<file path="config.mk">
export PLATFORM = sky130hd
export DESIGN_NAME = loadable_downcounter_5bit_flat
export DESIGN_NICKNAME = d
export VERILOG_FILES = /design/src/rtl/loadable_downcounter_5bit_if.sv /design/src/rtl/loadable_downcounter_5bit.sv /design/src/flat_wrapper.sv
export SDC_FILE = /design/constraint.sdc
export NUM_CORES = 1
export LEC_CHECK = 0
export BUFFER_PORTS_ARGS = -buffer_cell sky130_fd_sc_hd__buf_2
export CAP_MARGIN = 25
export CORE_AREA = 2 2 39 41
export DETAILED_ROUTE_END_ITERATION = 12
export DIE_AREA = 0 0 41 43
export MAX_ROUTING_LAYER = met4
export PLACE_DENSITY = 0.62
export SLEW_MARGIN = 20
export SYNTH_ARGS = -nofsm -noshare
export SYNTH_HDL_FRONTEND = slang
export SYNTH_SLANG_ARGS = --single-unit
</file>
<file path="constraint.sdc">
create_clock -name clk -period 4.1 [get_ports clk]
set_input_delay 0.615 -clock clk [delete_from_list [all_inputs] [get_ports clk]]
set_output_delay 0.615 -clock clk [all_outputs]
set_load 0.01 [all_outputs]
</file>
<file path="src/rtl/loadable_downcounter_5bit_if.sv">
// -----------------------------------------------------------------------------
// loadable_downcounter_5bit_if
//
// Purpose: groups the control and status signals of the 5-bit loadable
//          down-counter into one bundle. Clock and reset stay outside as
//          plain ports of the counter.
//
// Signals:
//   load     master -> slave  synchronous load strobe
//   data_in  master -> slave  5-bit start/reload value
//   en       master -> slave  count enable
//   count    slave -> master  current counter value (registered)
//   tc       slave -> master  one-cycle terminal-count pulse (registered)
//   busy     slave -> master  counter is in RUN
//   done     slave -> master  counter is in EXPIRED
// -----------------------------------------------------------------------------
interface loadable_downcounter_5bit_if;
    logic       load;
    logic [4:0] data_in;
    logic       en;
    logic [4:0] count;
    logic       tc;
    logic       busy;
    logic       done;

    modport master (
        output load, data_in, en,
        input  count, tc, busy, done
    );

    modport slave (
        input  load, data_in, en,
        output count, tc, busy, done
    );
endinterface

</file>
<file path="src/rtl/loadable_downcounter_5bit.sv">
// -----------------------------------------------------------------------------
// loadable_downcounter_5bit
//
// Purpose: 5-bit loadable down-counter with a three-state controller
//          (IDLE / RUN / EXPIRED). A load captures data_in into both the
//          counter and a reload register. While RUN and enabled, the counter
//          decrements. The step from 1 produces a one-cycle tc pulse.
//
//          The default build is one-shot: after that step the count sits at 0
//          in EXPIRED until the next load. Defining the macro
//          LOADABLE_DOWNCOUNTER_AUTO_RELOAD_EN changes that step to reload from
//          the reload register and stay in RUN, so tc pulses periodically.
//
// Ports:
//   clk   in   rising-edge clock
//   rst   in   asynchronous active-low reset
//   bus   slave modport of loadable_downcounter_5bit_if
//         (load, data_in, en in; count, tc, busy, done out)
// -----------------------------------------------------------------------------
module loadable_downcounter_5bit (
    input  logic                         clk,
    input  logic                         rst,
    loadable_downcounter_5bit_if.slave   bus
);

    typedef enum logic [1:0] {
        IDLE    = 2'd0,
        RUN     = 2'd1,
        EXPIRED = 2'd2
    } state_t;

    state_t     state_q, state_d;
    logic [4:0] count_q, count_d;
    logic [4:0] reload_q, reload_d;
    logic       tc_q, tc_d;

    // State register. Every piece of state, including the reload register,
    // clears asynchronously so the outputs drop without waiting for clk.
    // NOTE: sequential state uses non-blocking assignments so every register
    // samples the values from before the edge, independent of statement order.
    always_ff @(posedge clk or negedge rst) begin
        if (!rst) begin
            state_q  <= IDLE;
            count_q  <= '0;
            reload_q <= '0;
            tc_q     <= 1'b0;
        end else begin
            state_q  <= state_d;
            count_q  <= count_d;
            reload_q <= reload_d;
            tc_q     <= tc_d;
        end
    end

    // Next-state and next-value logic.
    // NOTE: every variable gets a hold/default value before any branch; a path
    // that leaves one unassigned would infer a latch.
    always_comb begin
        state_d  = state_q;
        count_d  = count_q;
        reload_d = reload_q;
        tc_d     = 1'b0;

        if (bus.load) begin
            // A load wins over enable, counting and terminal-count handling.
            count_d  = bus.data_in;
            reload_d = bus.data_in;
            state_d  = (bus.data_in != 5'd0) ? RUN : IDLE;
        end else begin
            case (state_q)
                RUN: begin
                    if (bus.en) begin
                        if (count_q > 5'd1) begin
                            count_d = count_q - 5'd1;
                        end else begin
                            // Terminal step. The count is never 0 in RUN, so
                            // this branch only ever sees 1 and cannot wrap.
                            tc_d = 1'b1;
`ifdef LOADABLE_DOWNCOUNTER_AUTO_RELOAD_EN
                            count_d = reload_q;
`else
                            count_d = 5'd0;
                            state_d = EXPIRED;
`endif
                        end
                    end
                end
                IDLE, EXPIRED: begin
                    // Both states hold the count; en has no effect here.
                end
                default: begin
                    state_d = IDLE;
                end
            endcase
        end
    end

    assign bus.count = count_q;
    assign bus.tc    = tc_q;
    assign bus.busy  = (state_q == RUN);
    assign bus.done  = (state_q == EXPIRED);

endmodule

</file>
<file path="src/flat_wrapper.sv">
// flat-port wrapper written by rule: the top's interface ports become plain ports
module loadable_downcounter_5bit_flat 
  (clk, rst, bus_load, bus_data_in, bus_en, bus_count, bus_tc, bus_busy, bus_done);
  loadable_downcounter_5bit_if bus_i ();
  input  logic clk;
  input  logic rst;
  input wire logic [$bits(bus_i.load)-1:0] bus_load;
  input wire logic [$bits(bus_i.data_in)-1:0] bus_data_in;
  input wire logic [$bits(bus_i.en)-1:0] bus_en;
  output wire logic [$bits(bus_i.count)-1:0] bus_count;
  output wire logic [$bits(bus_i.tc)-1:0] bus_tc;
  output wire logic [$bits(bus_i.busy)-1:0] bus_busy;
  output wire logic [$bits(bus_i.done)-1:0] bus_done;
  assign bus_i.load = bus_load;
  assign bus_i.data_in = bus_data_in;
  assign bus_i.en = bus_en;
  assign bus_count = bus_i.count;
  assign bus_tc = bus_i.tc;
  assign bus_busy = bus_i.busy;
  assign bus_done = bus_i.done;
  loadable_downcounter_5bit u_core (.clk(clk), .rst(rst), .bus(bus_i));
endmodule
</file>
* Word level (Yosys, flattened, before mapping)
Cells that the tools add are included.
W data, S select, Z words.
** Word-level totals
- Flip-flop bits (word level) :: 8
- Input bits :: 9
- Output and inout bits :: 8
- Word-level logic and storage cells :: 30
** Cells by class
- $add $sub $neg :: 1
- Magnitude comparators :: 1
- Equal/unequal tests :: 5
- Mux-type cells :: 13
- Reduce and logical (&&, ||, !) cells :: 7
** Operator list (number)
- $mux W5 :: 4
- $mux W2 :: 3
- $ne A3 B3 Y1 const B :: 2
- $gt A5 B1 Y1 const B :: 1
- $mux W1 :: 5
- $reduce_bool A5 Y1 :: 1
- $sub A5 B1 Y5 const B :: 1
- $pmux W2 S2 :: 1
- $reduce_bool A2 Y1 :: 2
- $reduce_and A3 Y1 :: 1
- $eq A2 B1 Y1 const B :: 1
- $eq A2 B2 Y1 const B :: 1
- $logic_not A2 Y1 :: 1
- $ne A2 B2 Y1 const B :: 1
- $reduce_and A2 Y1 :: 1
- $reduce_or A2 Y1 :: 1

* Logic depth before layout (Yosys ltp)
Gate-level depths: netlist (run 1).
- Depth in word-level cells :: 5
- Depth in mapped cells :: 5
- Mapped depth without buffers :: 5

* Least setup slack after synthesis (run 1)
Ideal clock, no wire load.
- Path kind :: input-to-reg
- Start point :: input port bus_data_in[3]
- End point :: register u_core.state_q[0]
- Library setup time :: 141 ps
- Arrival time :: 1382 ps
- Required time :: 3959 ps
- Path slack :: 2578 ps
- Stages :: 3
- Path buffers :: 0
- Path through :: or4b_1 > o32ai_1 > a31oi_1
** On the way
- Cells in the longest elaborated chain, start to end :: 3
** Ends and longest elaborated chain
- from (decl) :: line flat_wrapper.sv:8 : input wire logic [$bits(bus_i.data_in)-1:0] bus_data_in;
- $reduce_bool A5 Y1 :: line loadable_downcounter_5bit.sv:68 : state_d = (bus.data_in != 5'd0) ? RUN : IDLE;
- $mux W1 :: line loadable_downcounter_5bit.sv:68
- $mux W2 :: line loadable_downcounter_5bit.sv:64 : if (bus.load) begin
- to (signal assigned) :: line loadable_downcounter_5bit.sv:48 : state_q <= state_d;
- to (decl) :: line loadable_downcounter_5bit.sv:32 : state_t state_q, state_d;
No other way between the ends.
A chain may end at the register's enable or synchronous reset.

* Worst setup path in the final report (run 1)
- Start point :: register u_core.state_q[0]
- End point :: output port bus_busy
** On the way
- Cells in the longest elaborated chain, start to end :: 1
** Ends and longest elaborated chain
- $eq A2 B1 Y1 :: line loadable_downcounter_5bit.sv:100 : assign bus.busy = (state_q == RUN);
- to (decl) :: line flat_wrapper.sv:12 : output wire logic [$bits(bus_i.busy)-1:0] bus_busy;
No other way between the ends.

==> results of run 1 <==
## final timing paths
check / start / end / slack [ns] / cells after the start
hold / removal: rst / u_core.bus.count[4]$_DFFE_PN0P_ / 0.19 / 1
hold reg to reg: u_core.bus.count[1]$_DFFE_PN0P_ / u_core.bus.count[1]$_DFFE_PN0P_ / 0.61 / 2
max in group asynchronous: rst / u_core.state_q[1]$_DFFE_PN0P_ / 3.74 / 1
setup / recovery: u_core.state_q[0]$_DFFE_PN0P_ / bus_busy / 2.44 / 2
setup reg to reg: u_core.bus.count[1]$_DFFE_PN0P_ / u_core.state_q[0]$_DFFE_PN0P_ / 2.54 / 5
min in group clk: bus_data_in[4] / u_core.bus.count[4]$_DFFE_PN0P_ / 0.59 / 3
## layout by cell type, fill, tap and decap left out, drive strengths merged, types with 2 or more instances in the layout
master  netlist  final
nor2b         2      2
ha            2      2
or4b          2      2
inv           4      4
clkbuf        1      3
a31oi         3      3
nor4b         2      2
buf           0     16
dfrtp         8      8
nand3         2      2
o41ai         2      2
and2          3      3
## cells by family after synthesis
logic type / after synthesis
AND/OR/NAND/NOR: 19
AO/OA/AOI/OAI: 14
flip-flops: 8
buffers and inverters: 5
adder cells (fa/ha/maj): 2
## cell type report
type / instances / area (sq um) / share of cell area [%]
multi-input cells: 35 / 288 / 46.0
clock buffers: 3 / 22.5 / 3.60
well taps: 16 / 20.0 / 3.20
inverters: 4 / 15.0 / 2.40
repair buffers: 16 / 80.1 / 12.8
flip-flops and latches: 8 / 200 / 32.0
## power by group through the flow
stage	clock (mW)	combinational, mW	sequential [mW]
after floorplan	0	0.0353	0.104
after global placement	0	0.0610	0.103
after detailed placement	0	0.0608	0.103
after CTS	0.0649	0.0611	0.102
after global routing	0.0704	0.0678	0.103
final	0.0618	0.0603	0.102
## per-layer routing
layer / wire length [microns] / vias to the layer above
met1: 566 / 222
li1: - / 224
met3: 76 / 5
met4: 31 / 0
met5: 0 / -
met2: 507 / 17
## stage by stage
step	cell area (sq um)	power [mW]	setup slack, ns	instances
3_5_place_dp	603	0.164	2.37	79
3_3_place_gp	603	0.164	2.40	79
5_1_grt	626	0.241	2.34	82
4_1_cts	626	0.228	2.43	82
6_report	626	0.224	2.44	82
2_1_floorplan	507	0.139	2.58	48
## registers in the layout (all words and copies together), names as in the netlist
signal            count
u_core.bus.count      5
u_core.state_q        2
u_core.bus.tc         1
==> flow_summary.ini, run 1 <==
[synthesis]
seq_area_frac_synth_pct = 39.5
synth_edf_count = 0
synth_flop_cell = dfrtp_1
synth_commonest_cells = dfrtp_1, inv_1, a31oi_1, and2_1
async_flop_share_pct = 100
ys_top_cells_by_area = dfrtp_1, ha_1, nand3b_4
netlist_area_sq_um = 507
synth-adder-area-share_pct = 4.94
synth.mux.area_fraction_pct = 0
avgSynthCellArea_sq_um = 10.6
synth_nets = 59
yosysTopAreaCell = dfrtp_1
synth.most_common_cell = dfrtp_1
synth_top_family_by_area = simple AND/OR/NAND/NOR gates
yosysUniqueCellTypes = 28
synthCells = 48
synth_xor_area_share_pct = 0
synth_warnings = 0
yosysTopAreaCellShare_pct = 39.5
ys_ff_latch = 8
synth_compound_area_share_pct = 21.2
synth-simple-area-share_pct = 30.6

[pwr]
power_density_nw_per_um2 = 358
vdd_ir_drop_max_v = 0.000151
power_frac_comb_pct = 26.9
p_sw_uw = 73.4
clkPwrFrac_pct = 27.6
intPower_uw = 150
power.leakage_nw = 0.285
switching_share_pct = 32.8
pwr-share-seq_pct = 45.4

[sta]
fin_crit_ns = 1.66
rsz0062_at_grt = false
hold_viol = 0
setup_tns_ns = 0
max-slew-margin-rel_pct = 62.1
worst_slew_pin_slew_ns = 0.564
final_max_slew_viol_count = 0
fin_crit_sh_pct = 40.5
fmax_mhz = 602
timing.hold.ws_ns = 0.188
skew_ns = 0.00509
setup_viol = 0

[drt]
post_drt_wl_per_cell_microns = 14.4
drc = 0
dr_total_vias = 468
antenna_left = 0
via_per_inst = 5.71
drt_pass1_iterations = 4
postRouteWirelength_mm = 1.18
drt_iter0_drc = 12

[flow_run]
cap_violations = 0

[critical_path]
end_kind = primary output
cp_cell_sequence = nor2b_1 > buf_2
path_class = reg2out
critPathTopFamily = flip-flops
crit_arrival_ns = 1.05
startpoint_type = register
path_buf_inv = 1
critPathMaxFanout = 5
slowest_delay_ns = 0.42
required_ns = 3.48
slowest_stage = dfrtp_1

[clock_tree]
path_clk_slew_ns = 0.06
root_buffer = clkbuf_4
cts_setup_buffers = 0
cts.htree.levels = 1
postCtsHoldBufs = 0
cts_tree = done
clock_latency_ns = 0.26
cts_inserted_buffers = 3
clockBufferDepth = 2
clock_sinks = 8
cts_resized = 0

[floorplanning]
placementRows = 14
design.die.area_sq_um = 1760
die_h_microns = 43
pin_count = 17
core_area_sq_um = 1380
start_util_pct = 36.6
die_w_microns = 41

[grt]
antenna_found_initial = 0
use_met2_pct = 20.3
grt_pass1_wl_mm = 1.85
grt_max_degree = 16
grtUsageMet3_pct = 4.71
grt_overflow = 0
busiest_layer = met1
track_usage_pct = 16.5
grt_pass1_vias = 418
use_met1_pct = 23.2

[place]
hpwl_microns = 882
port_buffers = 16
gp_congestion = 0.789

[cells_and_area]
final_nets = 79
antenna_cells = 0
fill_cells = 150
final_core_util_pct = 45.2
syn_to_final_growth_pct = 23.5
drive_above_1_share_pct = 33.3

[status]
outcome = complete, no violations

[hold_path]
hold_class = in2async
Power figures use the tool's default switching activity.
==> run 2: changes to the inputs <==
--- a/config.mk
+++ b/config.mk
@@ -11,7 +11,7 @@
 export DETAILED_ROUTE_END_ITERATION = 12
 export DIE_AREA = 0 0 41 43
 export MAX_ROUTING_LAYER = met4
-export PLACE_DENSITY = 0.62
+export PLACE_DENSITY = 0.65
 export SLEW_MARGIN = 20
 export SYNTH_ARGS = -nofsm -noshare
 export SYNTH_HDL_FRONTEND = slang
==> constraint.sdc (replaced) <==
create_clock -name clk -period 1.35 [get_ports clk]
set_input_delay 0.2025 -clock clk [delete_from_list [all_inputs] [get_ports clk]]
set_output_delay 0.2025 -clock clk [all_outputs]
set_load 0.01 [all_outputs]
==> flow_summary.ini, run 2 (same netlist as run 1, synthesis figures left out) <==
[status]
outcome = complete, no violations

[cells_and_area]
antenna_cells = 0
seq_area_sq_um = 203
fill_cells = 132
final_common_cell = buf_2
final_nets = 88
final_cell_mix = buf_2, dfrtp_1, buf_4
drive_above_1_share_pct = 50.7
layout.cells.non_filler = 91
syn_to_final_growth_pct = 50.6
multi_input_area_sq_um = 342
largest_reg_flops = 5

[sta]
skew_ns = 0.00125
worst_slew_pin_slew_ns = 0.392
final_max_slew_viol_count = 0
hold_viol = 0
timing.hold.ws_ns = 0.190
max-slew-margin-rel_pct = 73.8
fmax_mhz = 742
fin_crit_sh_pct = 99.8
fin_crit_ns = 1.35
rsz0062_at_grt = true
setup_viol = 0

[critical_path]
critPathTopFamily = flip-flops
crit_start = u_core.bus.count[1]$_DFFE_PN0P_
cp_cell_sequence = buf_6 > o21ba_4 > nor4_4 > buf_6 > a31oi_4
r2r_start = u_core.bus.count[1]$_DFFE_PN0P_
path_buf_inv = 2
reg2reg_to = u_core.state_q[0]$_DFFE_PN0P_
end_kind = register
required_ns = 1.48
critPathMaxFanout = 6
cp.depth = 5
r2r_slack_ns = 0.003
cp_common_cell = buf_6
r2r_cells = 5
crit_end = u_core.state_q[0]$_DFFE_PN0P_
path_class = reg2reg
slowest_delay_ns = 0.41
crit_arrival_ns = 1.48
startpoint_type = register
slowest_stage = dfrtp_2

[pwr]
vdd_ir_drop_max_v = 0.000412
power_density_nw_per_um2 = 1020
power.leakage_nw = 0.344

[place]
gp_congestion = 0.817
hpwl_mm = 1.03
place_inst = 86
port_buffers = 16

[clock_tree]
root_buffer = clkbuf_4
cts.htree.levels = 1
clock_latency_ns = 0.26
clock_sinks = 8
cts_tree = done
path_clk_slew_ns = 0.05
clockBufferDepth = 2
cts_inserted_buffers = 3

[drt]
drc = 0
via_per_inst = 5.45
antenna_left = 0
postRouteWirelength_mm = 1.28
drt_pass1_iterations = 4
drt_iter0_drc = 10
dr_total_vias = 496
post_drt_wl_per_cell_microns = 14.0

[hold_path]
hold_class = in2reg
holdPathStages = 3

[grt]
track_usage_pct = 19.0
grt_max_degree = 10
grt_pass1_vias = 505
grt_overflow = 0
antenna_found_initial = 0
grt_pass1_wl_mm = 2.21

[floorplanning]
core_area_sq_um = 1380
design.die.area_sq_um = 1760
placementRows = 14
die_h_microns = 43
pin_count = 17
die_w_microns = 41
start_util_pct = 36.6

[flow_run]
cap_violations = 0
-- run 2: worst min path at each step --
stage                        start                         endpoint  slack, ns
finish              bus_data_in[4]  u_core.bus.count[4]$_DFFE_PN0P_       0.19
global route        bus_data_in[4]  u_core.bus.count[4]$_DFFE_PN0P_       0.20
CTS                 bus_data_in[4]  u_core.bus.count[4]$_DFFE_PN0P_       0.19
detailed placement             rst          u_core.bus.tc$_DFF_PN0_       0.06
global placement               rst          u_core.bus.tc$_DFF_PN0_       0.06
floorplan                      rst  u_core.bus.count[0]$_DFFE_PN0P_      -0.09
-- run 2: layout make-up --
cell class              instances  area share (%)
multi-input cells              35            44.8
flip-flops and latches          8            26.6
repair buffers                 25            21.1
well taps                      16            2.62
inverters                       4            1.97
clock buffers                   3            2.95
-- run 2: per-layer routing --
| metal | GRT usage [%] | vias up | wire length [microns] | share of wire (%) |
|---|---|---|---|---|
| met2 | 29.7 | 14 | 653 | 51 |
| li1 | - | 245 | - | - |
| met4 | 8.00 | 0 | 21 | 1.6 |
| met3 | 4.71 | 2 | 62 | 4.9 |
| met1 | 22.3 | 235 | 540 | 42 |
| met5 | - | - | 0 | 0 |
-- run 2: worst reg2reg max path: stages (launching register included) --
cell	delay (ns)
dfrtp_2	0.41
buf_6	0.13
o21ba_4	0.22
nor4_4	0.21
buf_6	0.17
a31oi_4	0.08
-- run 2: report_power, final --
part | internal (mW) | switching (mW) | total (mW)
logic | 0.154 | 0.135 | 0.289
registers | 0.268 | 0.0360 | 0.304
clock network | 0.102 | 0.0846 | 0.187
-- run 2: repair_timing --
action,4_1_cts,5_1_grt
pin swaps,2,3
resized for setup,1,10
endpoints found under the setup margin,5,8
endpoints found under the hold margin,8,0
hold buffers,1,0
buffers inserted,0,1
-- run 2: stage by stage --
step / cell area [sq um] / setup WS, ns / total power, mW / util [%] / TNS, ns
2_1_floorplan: 518 / 0.0149 / 0.433 / - / 0
5_1_grt: 763 / -0.0545 / 0.831 / 55.2 / -0.314
3_3_place_gp: 667 / -0.0139 / 0.544 / 48.2 / -0.0139
3_5_place_dp: 667 / -0.00965 / 0.548 / 48.2 / -0.0119
6_report: 763 / 0.00250 / 0.779 / 55.2 / 0
4_1_cts: 706 / -0.00733 / 0.747 / 51.0 / -0.00733
==> run 3: changes to the inputs <==
--- a/config.mk
+++ b/config.mk
@@ -10,8 +10,9 @@
 export CORE_AREA = 2 2 39 41
 export DETAILED_ROUTE_END_ITERATION = 12
 export DIE_AREA = 0 0 41 43
+export GPL_TIMING_DRIVEN = 0
 export MAX_ROUTING_LAYER = met4
-export PLACE_DENSITY = 0.65
+export PLACE_DENSITY = 0.62
 export SLEW_MARGIN = 20
 export SYNTH_ARGS = -nofsm -noshare
 export SYNTH_HDL_FRONTEND = slang
==> constraint.sdc (replaced) <==
create_clock -name clk -period 1.4 [get_ports clk]
set_input_delay 0.21 -clock clk [delete_from_list [all_inputs] [get_ports clk]]
set_output_delay 0.21 -clock clk [all_outputs]
set_load 0.01 [all_outputs]
==> flow_summary.ini, run 3 (same netlist as run 1, synthesis figures left out) <==
[sta]
fmax_mhz = 687
fin_crit_sh_pct = 104
hold_viol = 0
final.setup.worst_slack_ns = -0.0560
worst_slew_pin_slew_ns = 0.467
skew_ns = 0.00929
rsz0062_at_grt = true
fin_crit_ns = 1.46
setup_viol = 6
final_max_slew_viol_count = 0
max-slew-margin-rel_pct = 68.4

[drt]
dr_total_vias = 511
drt_pass1_iterations = 4
via_per_inst = 5.62
postRouteWirelength_mm = 1.40
drc = 0
post_drt_wl_per_cell_microns = 15.3
antenna_left = 0
drt_iter0_drc = 5

[place]
dpl_cell_area_sq_um = 607
port_buffers = 16
place_inst = 80
hpwl_microns = 919
place_ws_ns = -0.192
gp_congestion = 0.778

[pwr]
intPower_uw = 509
finalPower_uw = 767
power_density_nw_per_um2 = 1010
vdd_ir_drop_max_v = 0.000455
power.leakage_nw = 0.342
power_frac_comb_pct = 37.1
p_sw_uw = 258
switching_share_pct = 33.7
clkPwrFrac_pct = 23.6
pwr-share-seq_pct = 39.3

[cells_and_area]
final_common_cell = buf_2
final_nets = 88
largest_reg_flops = 5
antenna_cells = 0
layout.cells.non_filler = 91
final_core_util_pct = 54.9
final_cell_mix = buf_2, dfrtp_1, buf_4
final_area_sq_um = 759
drive_above_1_share_pct = 49.3
fill_cells = 136
syn_to_final_growth_pct = 49.9

[critical_path]
required_ns = 1.51
slowest_delay_ns = 0.41
path_class = reg2reg
reg2reg_to = u_core.bus.count[1]$_DFFE_PN0P_
crit_end = u_core.bus.count[1]$_DFFE_PN0P_
slowest_stage = dfrtp_1
r2r_cells = 6
critPathMaxFanout = 4
crit_arrival_ns = 1.57
end_kind = register
crit_start = u_core.bus.count[1]$_DFFE_PN0P_
r2r_start = u_core.bus.count[1]$_DFFE_PN0P_
startpoint_type = register
r2r_slack_ns = -0.06
cp_cell_sequence = inv_2 > ha_4 > o21ba_4 > nor4_4 > buf_4 > o41ai_2

[hold_path]
holdPathStages = 3
hold_class = in2reg

[grt]
grt_overflow = 0
grt_pass1_wl_mm = 2.06
grt_max_degree = 11
grt_pass1_vias = 474
track_usage_pct = 18.0
antenna_found_initial = 0

[clock_tree]
cts_tree = done
root_buffer = clkbuf_4
cts.htree.levels = 1
clock_sinks = 8
clockBufferDepth = 2
clock_latency_ns = 0.26
cts_inserted_buffers = 3
path_clk_slew_ns = 0.06

[status]
outcome = finished, violations left
failed_checks = setup timing

[floorplanning]
start_util_pct = 36.6
core_area_sq_um = 1380
pin_count = 17
die_h_microns = 43
die_w_microns = 41
placementRows = 14
design.die.area_sq_um = 1760

[flow_run]
cap_violations = 0
-- run 3: cell types whose count changed in the layout (fill, tap and decap cells not counted), sizes merged --
| cell | change |
|---|---|
| clkbuf | +1 |
| buf | -1 |
-- run 3: worst min-delay path by stage --
stage / start / endpoint
finish: bus_data_in[4] / u_core.bus.count[4]$_DFFE_PN0P_
global route: bus_data_in[4] / u_core.bus.count[4]$_DFFE_PN0P_
CTS: bus_data_in[4] / u_core.bus.count[4]$_DFFE_PN0P_
detailed placement: rst / u_core.bus.count[0]$_DFFE_PN0P_
global placement: rst / u_core.bus.count[3]$_DFFE_PN0P_
floorplan: rst / u_core.bus.count[0]$_DFFE_PN0P_
-- run 3: worst max-delay path: cells and delay by family, from the launching register on --
| kind | cells | cell delay, ns |
|---|---|---|
| buffers and inverters | 2 | 0.28 |
| and+or+nand+nor | 1 | 0.29 |
| AOI/OAI and AO/OA | 2 | 0.22 |
| adders and majority gates | 1 | 0.12 |
| DFF | 1 | 0.41 |
-- run 3: power groups by stage --
stage	combinational, mW	clock (mW)	sequential, mW
detailed placement	0.179	0	0.302
global placement	0.178	0	0.300
finish	0.285	0.181	0.302
floorplan	0.103	0	0.304
global route	0.305	0.200	0.306
CTS	0.225	0.191	0.295
-- run 3: routing by layer --
metal | track usage, % | part of all wire (%) | routed length [microns]
met4 | 6.00 | 0 | 0
met2 | 28.1 | 49 | 683
met5 | - | 0 | 0
met1 | 21.6 | 46 | 648
met3 | 4.71 | 4.5 | 63
-- run 3: layout make-up --
| cell class | count | area, sq um | share of cell area, % |
|---|---|---|---|
| flip-flops and latches | 8 | 201 | 26.5 |
| well taps | 16 | 20.0 | 2.64 |
| inverters | 4 | 15.0 | 1.98 |
| repair buffers | 24 | 146 | 19.3 |
| multi-input cells | 35 | 350 | 46.1 |
| clock buffers | 3 | 22.5 | 2.97 |
| plain buffers | 1 | 3.75 | 0.494 |
-- run 3: timing repair --
| action | in CTS | in global routing |
|---|---|---|
| hold buffers | 1 | 0 |
| pin swaps | 0 | 3 |
| hold endpoints to repair | 8 | 0 |
| resized for setup | 3 | 11 |
| endpoints found under the setup margin | 6 | 7 |
| setup buffers | 4 | 4 |
-- run 3: metrics by stage --
| stage | hold WS [ns] | TNS, ns |
|---|---|---|
| 2_1_floorplan | -0.0856 | 0 |
| 3_3_place_gp | 0.0686 | -0.992 |
| 3_5_place_dp | 0.0723 | -0.969 |
| 4_1_cts | 0.173 | 0 |
| 5_1_grt | 0.195 | -0.517 |
| 6_report | 0.188 | -0.256 |
